<file path="src/rtl/bcd_fnd_scan.sv">
// rtl/bcd_fnd_scan.sv - 4-digit multiplexed 7-segment scan driver with frame latch
//
// Purpose:
//   Time-multiplexes four BCD digits onto a common-segment FND. Each digit slot is
//   SCAN_DIV clocks long. The first clock of each slot is a ghosting guard, with all
//   commons off. A new value is latched only at the ONE->THO boundary, so one frame
//   never mixes two values. Leading zeros can be blanked.
//
// Ports:
//   clk          in   system clock
//   rst          in   asynchronous reset, active-low
//   tho/hun/ten/one in [3:0] BCD digits (10..15 display as "-")
//   blank_lz     in   1 = blank leading zeros (ones digit never blanked)
//   seg          out  [6:0] segments {g,f,e,d,c,b,a}, polarity per SEG_ACT_LOW
//   com          out  [3:0] digit enables, com[3]=tho .. com[0]=one, polarity per COM_ACT_LOW
//   frame_pulse  out  1-cycle pulse after a new value has been latched

module bcd_fnd_scan #(
    parameter int SCAN_DIV    = 50000,
    parameter bit SEG_ACT_LOW = 1'b1,
    parameter bit COM_ACT_LOW = 1'b1
) (
    input  logic       clk,
    input  logic       rst,
    input  logic [3:0] tho,
    input  logic [3:0] hun,
    input  logic [3:0] ten,
    input  logic [3:0] one,
    input  logic       blank_lz,
    output logic [6:0] seg,
    output logic [3:0] com,
    output logic       frame_pulse
);

    localparam int             CW      = $clog2(SCAN_DIV);
    localparam logic [CW-1:0]  CNT_MAX = CW'(SCAN_DIV - 1);
    localparam logic [6:0]     SEG_OFF = SEG_ACT_LOW ? 7'h7F : 7'h00;
    localparam logic [3:0]     COM_OFF = COM_ACT_LOW ? 4'hF : 4'h0;

    // The encoding equals the com bit index of each digit, so the one-hot enable
    // is a plain shift of the state.
    typedef enum logic [1:0] {
        S_ONE = 2'd0,
        S_TEN = 2'd1,
        S_HUN = 2'd2,
        S_THO = 2'd3
    } state_t;

    state_t         state_q, state_d;
    logic [CW-1:0]  cnt_q;
    logic [3:0]     sh_tho_q, sh_hun_q, sh_ten_q, sh_one_q;
    logic [6:0]     seg_q, seg_d;
    logic [3:0]     com_q, com_d;
    logic           fp_q, fp_d;
    logic           guard_q;

    logic           tick;
    logic           frame_start;
    logic [3:0]     digit;
    logic           blank;
    logic [6:0]     pat;
    logic [3:0]     onehot;

    assign tick        = (cnt_q == CNT_MAX);
    assign frame_start = tick && (state_q == S_ONE);

    function automatic logic [6:0] bcd_to_seg(input logic [3:0] d);
        logic [6:0] p;
        case (d)
            4'd0:    p = 7'h3F;
            4'd1:    p = 7'h06;
            4'd2:    p = 7'h5B;
            4'd3:    p = 7'h4F;
            4'd4:    p = 7'h66;
            4'd5:    p = 7'h6D;
            4'd6:    p = 7'h7D;
            4'd7:    p = 7'h07;
            4'd8:    p = 7'h7F;
            4'd9:    p = 7'h6F;
            default: p = 7'h40;
        endcase
        return p;
    endfunction

    // State register
    always_ff @(posedge clk or negedge rst) begin
        if (!rst) begin
            state_q <= S_ONE;
        end else begin
            state_q <= state_d;
        end
    end

    // Next-state logic: advance one digit per prescaler tick
    always_comb begin
        state_d = state_q;
        if (tick) begin
            case (state_q)
                S_THO:   state_d = S_HUN;
                S_HUN:   state_d = S_TEN;
                S_TEN:   state_d = S_ONE;
                default: state_d = S_THO;
            endcase
        end
    end

    // Output logic. The pattern is built for the digit being entered (state_d).
    // The thousands digit comes straight from the inputs, because the shadow is
    // being loaded on the same edge.
    always_comb begin
        digit = sh_one_q;
        blank = 1'b0;
        case (state_d)
            S_THO: begin
                digit = tho;
                blank = (tho == 4'd0);
            end
            S_HUN: begin
                digit = sh_hun_q;
                blank = (sh_tho_q == 4'd0) && (sh_hun_q == 4'd0);
            end
            S_TEN: begin
                digit = sh_ten_q;
                blank = (sh_tho_q == 4'd0) && (sh_hun_q == 4'd0) && (sh_ten_q == 4'd0);
            end
            default: begin
                digit = sh_one_q;
                blank = 1'b0;
            end
        endcase

        pat    = (blank_lz && blank) ? 7'h00 : bcd_to_seg(digit);
        onehot = 4'(4'b0001 << state_q);

        seg_d = seg_q;
        com_d = com_q;
        if (tick) begin
            seg_d = SEG_ACT_LOW ? ~pat : pat;
            com_d = COM_OFF;
        end else if (guard_q) begin
            com_d = COM_ACT_LOW ? ~onehot : onehot;
        end
        fp_d = frame_start;
    end

    // Prescaler, frame shadow and registered outputs
    always_ff @(posedge clk or negedge rst) begin
        if (!rst) begin
            cnt_q    <= '0;
            sh_tho_q <= 4'd0;
            sh_hun_q <= 4'd0;
            sh_ten_q <= 4'd0;
            sh_one_q <= 4'd0;
            seg_q    <= SEG_OFF;
            com_q    <= COM_OFF;
            fp_q     <= 1'b0;
            guard_q  <= 1'b0;
        end else begin
            cnt_q   <= tick ? '0 : cnt_q + CW'(1);
            seg_q   <= seg_d;
            com_q   <= com_d;
            fp_q    <= fp_d;
            guard_q <= tick;
            if (frame_start) begin
                sh_tho_q <= tho;
                sh_hun_q <= hun;
                sh_ten_q <= ten;
                sh_one_q <= one;
            end
        end
    end

    assign seg         = seg_q;
    assign com         = com_q;
    assign frame_pulse = fp_q;

endmodule

</file>
<file path="config.mk">
export PLATFORM = sky130hd
export DESIGN_NAME = bcd_fnd_scan
export DESIGN_NICKNAME = d
export VERILOG_FILES = /design/src/rtl/bcd_fnd_scan.sv
export SDC_FILE = /design/constraint.sdc
export NUM_CORES = 1
export LEC_CHECK = 0
export BUFFER_PORTS_ARGS = -buffer_cell sky130_fd_sc_hd__buf_4
export CELL_PAD_IN_SITES_DETAIL_PLACEMENT = 0
export CELL_PAD_IN_SITES_GLOBAL_PLACEMENT = 1
export CORE_MARGIN = 10
export CORE_UTILIZATION = 49
export DETAILED_ROUTE_END_ITERATION = 6
export PLACE_DENSITY_LB_ADDON = 0.2
export SLEW_MARGIN = 20
export SYNTH_ARGS = -nofsm -noshare
export SYNTH_HDL_FRONTEND = slang
export SYNTH_SLANG_ARGS = --single-unit
export TNS_END_PERCENT = 100
</file>
<file path="constraint.sdc">
create_clock -name clk -period 5.6 [get_ports clk]
set_input_delay 0.28 -clock clk [delete_from_list [all_inputs] [get_ports clk]]
set_output_delay 0.28 -clock clk [all_outputs]
set_load 0.02 [all_outputs]
</file>
# --- After elaboration in Yosys (flattened, before gate mapping) ---
# Memory sizes are Yosys's and may differ from the RTL's.
# Cells that the tools add are included.
totals:
  register_bits: 47
  romBits: 112
  input_bits: 19
  out_inout_bits: 12
  wordCells: 40
  n_memories: 1
op_classes:
  add_sub_neg: 1
  eq_ne: 7
  shift: 1
  mux: 8
  bitwise_logic: 2
  reduce_logical: 10
memory_table:
  columns: ["memory", "words", "width", "read_ports", "rd_ports_with_merged_regs", "wr", "line_no", "source"]
  rows:
  - ["(no name shown)", 16, 7, 1, 0, 0, "69", "case (d)"]
ops:
  columns: ["cell", "n"]
  rows:
  - ["16-bit by 1-bit adder with 16-bit output, second input constant", 1]
  - ["16-bit == test, second input constant", 1]
  - ["4-bit logical NOT", 4]
  - ["16-bit 2-to-1 mux", 1]
  - ["4-bit case mux with 3 select lines", 1]
  - ["2-bit == test, second input constant", 4]
  - ["4-bit 2-to-1 mux", 2]
  - ["7-bit 2-to-1 mux", 1]
  - ["7-bit NOT", 1]
  - ["2-bit case mux with 3 select lines", 1]
  - ["2-bit by 1-bit == test with 1-bit output, second input constant", 2]
  - ["1-bit logical AND", 4]
  - ["4-bit NOT", 1]
  - ["1-bit by 2-bit << shifter with 4-bit output, first input constant", 1]
  - ["1-bit case mux with 3 select lines", 1]
  - ["2-bit logical NOT", 1]
  - ["2-bit 2-to-1 mux", 1]
  - ["2-bit nonzero test", 1]

# --- Logic depth before layout (Yosys ltp) ---
depth:
  word_depth: 8
  mapped_depth: 14
  ltp_nobuf: 13

# --- Worst setup path after synthesis ---
# OpenSTA, ideal clock, no wires.
synth_timing:
  path_kind: "register to register"
  start: "register cnt_q[0]"
  end: "register seg_q[6] (netlist: seg[6])"
  setup_ns: 0.091
  arrival_time_ns: 2.879
  required_time_ns: 5.509
  slack_ns: 2.630
  path_stages_with_launch: 13
  path_buffers: 1
  period_less_slack_ns: 2.970
  cell_sequence: "dfrtp_1 > ha_1 > and3_1 > buf_2 > nand4_4 > inv_6 > mux2i_4 > inv_4 > mux4_2 > ha_1 > or4_1 > o21ai_0 > a311oi_1"
synth_via:
  elab_chain_cells: 7
  word_cells_on_any_way: 11
  classes_between: "eq/ne: 4; mux: 4; bitwise: 1; reduce/logical: 1; memory: 1"
synth_lines:
  columns: ["element", "line_no", "source"]
  rows:
  - ["start, declared", "50", "logic [CW-1:0] cnt_q;"]
  - ["start signal, assigned", "159", "cnt_q <= tick ? '0 : cnt_q + CW'(1);"]
  - ["16-bit == test (*)", "64", "assign tick = (cnt_q == CNT_MAX);"]
  - ["2-bit 2-to-1 mux (*)", "97", "if (tick) begin"]
  - ["via state_d[0]", "49", "state_t state_q, state_d;"]
  - ["2-bit by 1-bit == test with 1-bit output or 2-bit == test (tied branches)", "113", "case (state_d)"]
  - ["4-bit case mux with 3 select lines or 1-bit case mux with 3 select lines (tied branches)", "113", null]
  - ["memory 16 x 7 bit or 1-bit logical AND (tied branches)", null, null]
  - ["7-bit 2-to-1 mux (*)", "132", "pat = (blank_lz && blank) ? 7'h00 : bcd_to_seg(digit);"]
  - ["7-bit NOT (*)", "138", "seg_d = SEG_ACT_LOW ? ~pat : pat;"]
  - ["end signal, assigned", "160", "seg_q <= seg_d;"]
  - ["end, declared", "52", "logic [6:0] seg_q, seg_d;"]
# Mark *: on every way through the listed nets, which the timed path passes. The rest lies on a longest branch.
# A chain may end at the register's enable or synchronous reset.

# --- Worst setup path in the final report ---
# Ends and elaborated chain as after synthesis.

==> reports/summary.json <==
{
  "outcome": {"value": "completed"},
  "power_density": {"value": 225.3, "unit": "nW/um2"},
  "antenna_violating_nets_post_route": {"value": 0},
  "type_of_the_tightest_min_delay_check": {"value": "input pin to register"},
  "grt_pass1_vias": {"value": 1654},
  "numPortBuffers": {"value": 30},
  "period_share": {"value": 60.40, "unit": "%"},
  "timing.critical_path.to_type": {"value": "register"},
  "floorplan.rows": {"value": 25},
  "worst_r2r_path_cells": {"value": 11},
  "cp-startpoint": {"value": "cnt_q[0]$_DFF_PN0_"},
  "post_route_cells_drive_above_1_share": {"value": 34.71, "unit": "%"},
  "ys_async_sr_fraction": {"value": 100.0, "unit": "%"},
  "drt_drc_violations_left": {"value": 0},
  "cell_internal_pwr": {"value": 0.0005079, "unit": "W"},
  "design.final.nets": {"value": 271},
  "yosysSeqAreaShare": {"value": 48.67, "unit": "%"},
  "clk_root_buffer_cell": {"value": "sky130_fd_sc_hd__clkbuf_8"},
  "cts_htree_levels": {"value": 2},
  "timing_worst_slew_pin_value": {"value": 0.7436, "unit": "ns"},
  "boundaryPins": {"value": 31},
  "die_area": {"value": 8215, "unit": "um2"},
  "core_area": {"value": 4786, "unit": "um2"},
  "timing.clock.skew": {"value": 0.007590, "unit": "ns"},
  "critPathRequiredTime": {"value": 5.82, "unit": "ns"},
  "detailed_route_iter0_violations": {"value": 54},
  "final_common_cell": {"value": "sky130_fd_sc_hd__dfrtp_1"},
  "number_of_antenna_violations_at_the_first_check_in_global_routing": {"value": 0},
  "path_max_fanout": {"value": 20},
  "power.net_switching": {"value": 0.0001335, "unit": "W"},
  "initial_core_util": {"value": 51.08, "unit": "%"},
  "globalRoute.totalOverflow": {"value": 0},
  "synthesis.nets": {"value": 238},
  "p_clk_share": {"value": 39.8, "unit": "%"},
  "clk_path_buf_depth": {"value": 2},
  "clk_pin_slew_worst_setup_hold_paths": {"value": 0.09, "unit": "ns"},
  "tritoncts": {"value": "built"},
  "global_route.usage.total": {"value": 11.80, "unit": "%"},
  "min_period": {"value": 3.383, "unit": "ns"},
  "syn-mean-instance-area": {"value": 11.75, "unit": "um2"},
  "critical_path.reg2reg.startpoint": {"value": "cnt_q[0]$_DFF_PN0_"},
  "pin_count_of_the_biggest_net_entering_global_routing": {"value": 48},
  "diodes": {"value": 0},
  "criticalPathCategory": {"value": "register to register"},
  "via_count": {"value": 1613},
  "die_w": {"value": 90.64, "unit": "um"},
  "pwr-share-comb": {"value": 5.6, "unit": "%"},
  "drt_first_pass_iters": {"value": 4},
  "achievable-frequency": {"value": 295.6, "unit": "MHz"},
  "maxCapViolCount": {"value": 0},
  "synth.ff_latch_count": {"value": 47},
  "synth_enable_flop_cells": {"value": 0},
  "routedWlPerCell": {"value": 15.38, "unit": "um"},
  "setup_violations": {"value": 0},
  "final_max_slew_viol_count": {"value": 0},
  "syn-cell-area": {"value": 2445, "unit": "um2"},
  "synthCells": {"value": 208},
  "place.detailed.hpwl": {"value": 3488, "unit": "um"},
  "rsz0062_at_grt": {"value": "no"},
  "worst_hold_path.num_cells": {"value": 2},
  "dominantRegCellSynth": {"value": "sky130_fd_sc_hd__dfrtp_1"},
  "critPathLaunchType": {"value": "register"},
  "clock_sinks": {"value": 47},
  "post_cts_repair_resize_count": {"value": 0},
  "finalHoldWorstSlack": {"value": 0.2076, "unit": "ns"},
  "cts_buffers": {"value": 5},
  "worstSkewPairLatency": {"value": 0.30, "unit": "ns"},
  "tns": {"value": 0, "unit": "ns"},
  "grt_pass1_wl": {"value": 8031, "unit": "um"},
  "n_fill_cell": {"value": 430},
  "mostFrequentLayoutCells": {"value": "sky130_fd_sc_hd__dfrtp_1 (36), sky130_fd_sc_hd__buf_4 (30), sky130_fd_sc_hd__nand2_1 (21), sky130_fd_sc_hd__nor2_1 (21), sky130_fd_sc_hd__mux2_2 (16)"},
  "wirelength": {"value": 4752, "unit": "um"},
  "crit_arrival": {"value": 3.60, "unit": "ns"},
  "vdd_drop_max": {"value": 0.1958, "unit": "mV"},
  "p_sw_share": {"value": 20.81, "unit": "%"},
  "synthToLayoutAreaGrowth": {"value": 16.43, "unit": "%"},
  "relSlewSlack": {"value": 50.30, "unit": "%"},
  "dieHeight": {"value": 90.64, "unit": "um"},
  "synth.yosys.warnings": {"value": 0},
  "gp_congestion": {"value": 0.8045},
  "start_point_of_the_worst_hold_path": {"value": "one[0]"},
  "vias_per_cell": {"value": 5.220},
  "hold_viol_final": {"value": 0},
  "yosysUniqueCellTypes": {"value": 43},
  "leakage_power_of_the_design": {"value": 1.305, "unit": "nW"},
  "p_seq_share": {"value": 54.6, "unit": "%"}
}
==> kinds of logic after synthesis <==
logic type	synth area share, %
muxes	10.75
and+or+nand+nor	16.79
adders and majority gates	5.629
buffers and inverters	3.275
DFF	48.67
xor gates and xnor gates	5.015
AOI/OAI and AO/OA	9.878
==> layer usage <==
layer / global-route usage (%) / wire length (um) / part of all wire (%)
met1: 14.26 / 2160 / 45
met2: 19.65 / 2373 / 50
met3: 3.242 / 176 / 3.7
met4: 3.979 / 40 / 0.84
met5: 0 / 0 / 0
==> area by class of cell <==
cell class | instances | area [um2] | area share (%)
Sequential cell | 47 | 1190 | 41.80
Multi-Input combinational cell | 146 | 1175 | 41.27
Timing Repair Buffer | 31 | 235.2 | 8.264
Tap cell | 67 | 83.83 | 2.945
Clock buffer | 6 | 82.58 | 2.901
Inverter | 10 | 45.04 | 1.582
Clock inverter | 2 | 35.03 | 1.231
==> critical path: stages (launching register included) <==
cell                       delay, ns
sky130_fd_sc_hd__dfrtp_1        0.38
sky130_fd_sc_hd__ha_1           0.18
sky130_fd_sc_hd__and3_1         0.28
sky130_fd_sc_hd__nand4_4        0.25
sky130_fd_sc_hd__inv_6          0.24
sky130_fd_sc_hd__mux2i_4        0.44
sky130_fd_sc_hd__inv_4          0.09
sky130_fd_sc_hd__mux4_2         0.53
sky130_fd_sc_hd__ha_1           0.23
sky130_fd_sc_hd__or4_1          0.52
sky130_fd_sc_hd__o21ai_0        0.10
sky130_fd_sc_hd__a311oi_1       0.07
==> sequential cells by signal, summed over array words and instances, names as in the netlist <==
register,cells
cnt_q,16
sh_tho_q,4
guard_q,1
state_q,2
com,4
sh_one_q,4
sh_hun_q,4
seg,7
sh_ten_q,4
frame_pulse,1
==> metrics by stage <==
stage          setup WS, ns  cell area (um2)  total power [W]  std cells  util [%]
2_1_floorplan         2.630             2445        0.0003715        208         -
3_3_place_gp          2.289             2719        0.0003925        300     56.81
3_5_place_dp          2.207             2719        0.0003926        300     56.81
4_1_cts               2.191             2846        0.0006460        309     59.48
5_1_grt               1.967             2846        0.0006658        309     59.48
6_report              2.217             2846        0.0006414        309     59.48
==> Yosys cell counts (all sizes together), types with 2 or more instances <==
master   instances  area share, %
xnor2            5            1.8
a41o             3            1.3
nor2            21            3.2
o21ai            8            1.6
a311oi           2           0.72
nand2           21            3.2
xor2             9            3.2
mux2            17            8.0
nor4             4            2.3
dfrtp           36             37
a2111oi          2            2.3
buf              3            1.1
nand3            8            1.6
a21oi            4           0.82
ha              11            5.6
inv             10            1.8
a211oi           6            2.0
clkbuf           2           0.31
and3             9            2.5
dfstp           11             12
mux2i            2            1.8
or2              2           0.51
==> power by group through the flow <==
stage | combinational, W | clock (W) | sequential (W)
after floorplan | 0.0000167 | 0 | 0.000355
after global placement | 0.0000360 | 0 | 0.000357
after detailed placement | 0.0000359 | 0 | 0.000357
after CTS | 0.0000365 | 0.000259 | 0.000350
after global routing | 0.0000403 | 0.000274 | 0.000351
final | 0.0000360 | 0.000255 | 0.000350
==> repair_timing <==
| item | in CTS | in global routing |
|---|---|---|
| setup buffers | 0 | 0 |
| hold buffers | 1 | 0 |
| hold endpoints to repair | 15 | 0 |
| setup endpoints to repair | 0 | 0 |
==> worst paths after layout <==
path / endpoint / slack (ns)
min in group asynchronous: frame_pulse$_DFF_PN0_ / 0.52
hold reg to reg: cnt_q[0]$_DFF_PN0_ / 0.47
max in group asynchronous: seg[2]$_DFFE_PN1N_ / 4.69
hold / removal: sh_one_q[0]$_DFFE_PN0P_ / 0.21
setup / recovery: seg[6]$_DFFE_PN1N_ / 2.22
setup reg to reg: seg[6]$_DFFE_PN1N_ / 2.22
(Power assumes the default switching activity.)
